$ cat config.mk
export PLATFORM = sky130hd
export DESIGN_NAME = spi_target
export DESIGN_NICKNAME = d
export VERILOG_FILES = /design/src/rtl/spi_target_pkg.sv /design/src/rtl/spi_target_sync.sv /design/src/rtl/spi_target.sv
export SDC_FILE = /design/constraint.sdc
export NUM_CORES = 1
export LEC_CHECK = 0
export ABC_AREA = 1
export BUFFER_PORTS_ARGS = -buffer_cell sky130_fd_sc_hd__buf_2
export CORE_AREA = 5 5 50 74
export CTS_CLUSTER_DIAMETER = 60
export DETAILED_ROUTE_END_ITERATION = 12
export DIE_AREA = 0 0 55 79
export GPL_ROUTABILITY_DRIVEN = 0
export GPL_TIMING_DRIVEN = 0
export PLACE_DENSITY = 0.81
export SLEW_MARGIN = 0
export SYNTH_ARGS = -nofsm -noshare
export SYNTH_HDL_FRONTEND = slang
export SYNTH_SLANG_ARGS = --single-unit
$ cat constraint.sdc
create_clock -name clk_i -period 4.4 [get_ports clk_i]
set_input_delay 0.44 -clock clk_i [delete_from_list [all_inputs] [get_ports clk_i]]
set_output_delay 0.44 -clock clk_i [all_outputs]
set_load 0.02 [all_outputs]
$ cat src/rtl/spi_target_pkg.sv
// Shared types and constants for the SPI mode-0 target.
package spi_target_pkg;

  typedef enum logic {
    IDLE  = 1'b0,
    SHIFT = 1'b1
  } state_t;

  localparam int BIT_CNT_W = 3;
  localparam logic [7:0] FILL_BYTE_DEFAULT = 8'hFF;

endpackage

$ cat src/rtl/spi_target_sync.sv
// Two-flop synchronizers for sck/csn/mosi plus edge strobes on sck and csn.
module spi_target_sync
  import spi_target_pkg::*;
(
  input  logic clk_i,
  input  logic rstn_i,
  input  logic sck_i,
  input  logic csn_i,
  input  logic mosi_i,
  output logic mosi_s,
  output logic sck_rise,
  output logic sck_fall,
  output logic csn_fall,
  output logic csn_rise
);

  logic [1:0] sck_ff;
  logic [1:0] csn_ff;
  logic [1:0] mosi_ff;
  logic [1:0] vld;
  logic       sck_d;
  logic       csn_d;

  // csn history only tracks pin-derived samples (vld), so a csn held low
  // across reset never looks like a fresh fall.
  always_ff @(posedge clk_i or negedge rstn_i) begin
    if (!rstn_i) begin
      sck_ff  <= 2'b00;
      csn_ff  <= 2'b11;
      mosi_ff <= 2'b00;
      vld     <= 2'b00;
      sck_d   <= 1'b0;
      csn_d   <= 1'b0;
    end else begin
      sck_ff  <= {sck_ff[0], sck_i};
      csn_ff  <= {csn_ff[0], csn_i};
      mosi_ff <= {mosi_ff[0], mosi_i};
      vld     <= {vld[0], 1'b1};
      sck_d   <= sck_ff[1];
      csn_d   <= vld[1] ? csn_ff[1] : 1'b0;
    end
  end

  assign mosi_s   = mosi_ff[1];
  assign sck_rise = sck_ff[1] & ~sck_d;
  assign sck_fall = ~sck_ff[1] & sck_d;
  assign csn_fall = csn_d & ~csn_ff[1];
  assign csn_rise = vld[1] & csn_ff[1] & ~csn_d;

endmodule

$ cat src/rtl/spi_target.sv
// SPI mode-0 target with byte streams for RX and TX.
// Optional sticky overrun/underrun flags when SPI_TARGET_ERR_EN is defined.
//
// state | meaning
// IDLE  | csn high, waiting for a csn fall; miso driven 0, pad disabled
// SHIFT | selected; sample mosi on sck rise, shift miso on sck fall
module spi_target
  import spi_target_pkg::*;
#(
  parameter logic [7:0] FILL_BYTE = FILL_BYTE_DEFAULT
) (
  input  logic       clk_i,
  input  logic       rstn_i,
  input  logic       sck_i,
  input  logic       csn_i,
  input  logic       mosi_i,
  output logic       miso_o,
  output logic       miso_oe_o,
  output logic [7:0] out_data_o,
  output logic       out_valid_o,
  input  logic       out_ready_i,
  input  logic [7:0] in_data_i,
  input  logic       in_valid_i,
  output logic       in_ready_o,
`ifdef SPI_TARGET_ERR_EN
  output logic       overrun_o,
  output logic       underrun_o,
  input  logic       clear_err_i,
`endif
  output logic       busy_o
);

  state_t               state;
  state_t               state_nxt;
  logic                 mosi_s;
  logic                 sck_rise;
  logic                 sck_fall;
  logic                 csn_fall;
  logic                 csn_rise;
  logic                 tx_load;
  logic                 tx_shift;
  logic                 rx_shift;
  logic                 byte_done;
  logic [BIT_CNT_W-1:0] bit_cnt;
  logic [7:0]           rx_sr;
  logic [7:0]           tx_sr;

  spi_target_sync u_sync (
    .clk_i    (clk_i),
    .rstn_i   (rstn_i),
    .sck_i    (sck_i),
    .csn_i    (csn_i),
    .mosi_i   (mosi_i),
    .mosi_s   (mosi_s),
    .sck_rise (sck_rise),
    .sck_fall (sck_fall),
    .csn_fall (csn_fall),
    .csn_rise (csn_rise)
  );

  always_ff @(posedge clk_i or negedge rstn_i) begin
    if (!rstn_i) state <= IDLE;
    else         state <= state_nxt;
  end

  always_comb begin
    state_nxt = state;
    tx_load   = 1'b0;
    tx_shift  = 1'b0;
    rx_shift  = 1'b0;
    case (state)
      IDLE: begin
        if (csn_fall) begin
          state_nxt = SHIFT;
          tx_load   = 1'b1;
        end
      end
      SHIFT: begin
        if (csn_rise) begin
          state_nxt = IDLE;
        end else begin
          rx_shift = sck_rise;
          if (sck_fall) begin
            if (bit_cnt == '0) tx_load  = 1'b1;
            else               tx_shift = 1'b1;
          end
        end
      end
      default: state_nxt = IDLE;
    endcase
  end

  assign busy_o     = (state == SHIFT);
  assign miso_oe_o  = busy_o;
  assign miso_o     = busy_o & tx_sr[7];
  assign in_ready_o = tx_load;

  // A csn rise throws away any partial RX byte and unsent TX bits.
  always_ff @(posedge clk_i or negedge rstn_i) begin
    if (!rstn_i) begin
      bit_cnt   <= '0;
      rx_sr     <= 8'h00;
      tx_sr     <= 8'h00;
      byte_done <= 1'b0;
    end else begin
      byte_done <= 1'b0;
      if (csn_rise) begin
        bit_cnt <= '0;
        rx_sr   <= 8'h00;
        tx_sr   <= 8'h00;
      end else begin
        if (rx_shift) begin
          rx_sr     <= {rx_sr[6:0], mosi_s};
          bit_cnt   <= bit_cnt + 1'b1;
          byte_done <= (bit_cnt == '1);
        end
        if (tx_load)       tx_sr <= in_valid_i ? in_data_i : FILL_BYTE;
        else if (tx_shift) tx_sr <= {tx_sr[6:0], 1'b0};
      end
    end
  end

  // A new byte may replace the held one only when it is accepted this cycle.
  always_ff @(posedge clk_i or negedge rstn_i) begin
    if (!rstn_i) begin
      out_data_o  <= 8'h00;
      out_valid_o <= 1'b0;
    end else if (byte_done) begin
      if (!out_valid_o || out_ready_i) begin
        out_data_o  <= rx_sr;
        out_valid_o <= 1'b1;
      end
    end else if (out_ready_i) begin
      out_valid_o <= 1'b0;
    end
  end

`ifdef SPI_TARGET_ERR_EN
  logic overrun_set;
  assign overrun_set = byte_done & out_valid_o & ~out_ready_i;

  always_ff @(posedge clk_i or negedge rstn_i) begin
    if (!rstn_i) begin
      overrun_o  <= 1'b0;
      underrun_o <= 1'b0;
    end else begin
      if (clear_err_i) begin
        overrun_o  <= 1'b0;
        underrun_o <= 1'b0;
      end
      if (overrun_set)            overrun_o  <= 1'b1;
      if (tx_load && !in_valid_i) underrun_o <= 1'b1;
    end
  end
`endif

endmodule

==> out/qor.yml <==
power_mw: 0.868
clk_pin_slew_ps: 70
rows: 25
seq_area_um2: 1000
grt_antenna_before_repair: 0
drv_slew: 0
combinationalPowerShare_pct: 18.9
worstPathCellList: "inv_1 > ha_1 > inv_1 > nor2_1 > nand2_1 > nand2_2 > nand2_4 > inv_1 > buf_2"
route.detailed.drc: 0
synth_seq_cells: 40
utilization_pct: 64.2
switchingPower_mw: 0.247
max-cap-violations: 0
mostFrequentLayoutCell: "nand2_1"
p_leak_nw: 1.07
fp.dieH_um: 79
clkLatencyLatePin_ps: 290
fin_crit_sh_pct: 47.9
netSwitchingFraction_pct: 28.4
track_usage_pct: 16.5
timing.slew.headroom_pct: 44.4
drive_above_1_share_pct: 25.8
power_frac_seq_pct: 51.1
finalSetupViolCount: 0
crit_top_cell: "inv_1"
max_freq_mhz: 475
vias_per_cell: 4.75
slowest_delay_ps: 390
cts_buffers: 5
multi_input_area_um2: 546
n_fill_cell: 259
antenna_left: 0
status: "finished clean"
core_um2: 3030
firstDrtPassIters: 4
syn_area_per_cell_um2: 9.34
drtIter0Drc: 37
cp.arrival_ps: 1670
cts-htree-levels: 2
cts_sinks: 40
dieWidth_um: 55
yosysTopAreaCell: "dfrtp_1"
fin_ws_ps: 2290
internal-power_mw: 0.621
hold_path_class: "input pin to async pin"
post_cts_buffers: 0
tightest_slew_ps: 834
worst_setup_path_start_kind: "flip-flop"
syn_to_final_growth_pct: 17.2
cts_root_buf: "clkbuf_8"
path_delay_family: "simple AND/OR/NAND/NOR gates"
cts.repair.resized: 0
port_buffers: 27
wl_um: 2700
synth_sequential_area_ratio_pct: 60.3
synth_area_leaders: "dfrtp_1, nand2_1, inv_1"
initial_core_util_pct: 54.8
worstSetupEndpointType: "output pin"
antennaDiodeCount: 0
skew_ps: 6.52
p_clk_share_pct: 30.0
peakVddDrop_uv: 316
wl_per_cell_um: 10.7
grt_pass1_vias: 1265
grt_max_degree: 41
synth_top_area_share_pct: 57.2
io_pins: 28
fin_setup_tns_ps: 0
rsz0062_at_grt: "no"
hold_buffers: 0
ys_types: 22
clock_tree.buffer_depth: 2
crit_buf_inv: 4
grt_first_pass_wirelength_um: 5150
required_ps: 3960
critPathKind: "flip-flop to output pin"
fin_crit_ps: 2110
cts_tree: "done"
rrSetupSlack_ps: 2730
finalHoldViolCount: 0
layout.nets: 230
vias: 1201
yosysWarnings: 0
place_hpwl_um: 2000
syn_area_um2: 1660
die_area_um2: 4350
post-place-ws_ps: 2610
grt.overflow.total: 0
layout_common_cells: "nand2_1, dfrtp_1, buf_2, inv_1, o21ai_0"
postSynthCellCount: 178
synthesis.nets: 196
slowest_stage: "dfrtp_1"
p_per_area_nw_per_um2: 446
crit_fanout: 10
-- area by class of cell --
cell class | instances | area share [%]
Timing Repair Buffer | 27 | 6.94
Multi-Input combinational cell | 111 | 28.0
Tap cell | 40 | 2.57
Sequential cell | 40 | 51.5
Inverter | 23 | 4.43
Clock buffer | 8 | 5.14
Buffer | 4 | 1.41
-- path summary, 6_finish.rpt --
kind / startpoint / endpoint / cells past startpoint
setup / recovery: bit_cnt[0]$_DFFE_PN0P_ / in_ready_o / 9
hold / removal: rstn_i / out_data_o[7]$_DFFE_PN0P_ / 1
setup reg to reg: bit_cnt[0]$_DFFE_PN0P_ / tx_sr[2]$_DFFE_PN0P_ / 10
hold reg to reg: u_sync.sck_ff[0]$_DFF_PN0_ / u_sync.sck_ff[1]$_DFF_PN0_ / 0
max in group asynchronous: rstn_i / u_sync.csn_d$_DFF_PN0_ / 1
min in group clk_i: csn_i / u_sync.csn_ff[0]$_DFF_PN1_ / 1
-- state kept, by name, indices dropped and copies added, names as in the netlist --
name	flops
byte_done	1
u_sync.sck_d	1
out_valid_o	1
u_sync.mosi_ff	2
busy_o	1
tx_sr	8
u_sync.vld	2
u_sync.csn_d	1
bit_cnt	3
u_sync.sck_ff	2
out_data_o	8
u_sync.csn_ff	2
rx_sr	8
-- cells in the mapped netlist (all sizes together) --
library cell	number
nand2	62
dfrtp	38
inv	23
o21ai	12
nand3	10
o22ai	7
or2	7
nor2	6
buf	3
ha	3
dfstp	2
a21oi	1
and2	1
clkbuf	1
conb	1
nand4	1
-- metrics by stage --
stage	instance area (um^2)	cells	hold WS, ps
floorplan	1660	178	144
detailed placement	1850	245	337
finish	1950	253	247
CTS	1950	253	227
global placement	1850	245	332
global route	1950	253	231
-- kinds of logic (layout without fill, tap and decap cells) --
logic type               count (synthesis)  in the layout  synth area share (%)
flip-flops                              40             40                  60.3
other                                    1              1                 0.226
buffers and inverters                   27             62                  6.85
adder cells (fa/ha/maj)                  3              3                  2.26
AO/OA/AOI/OAI                           20             20                  6.77
AND/OR/NAND/NOR                         87             87                  23.6
-- power by group through the flow --
stage          registers (mW)  clock network, mW  logic (mW)
6_report                0.444              0.261       0.164
5_1_grt                 0.449              0.290       0.195
4_1_cts                 0.444              0.276       0.167
3_5_place_dp            0.450                  0       0.167
3_3_place_gp            0.449                  0       0.162
2_1_floorplan           0.444                  0       0.124
-- per-layer routing --
layer  vias up  track usage, %  routed length [um]
met5         -               0                   0
met2        31            25.4                1340
met3         6            5.25                 174
met4         0            9.49                  58
met1       550            19.5                1130
li1        614               -                   -
(Power assumes the default switching activity.)
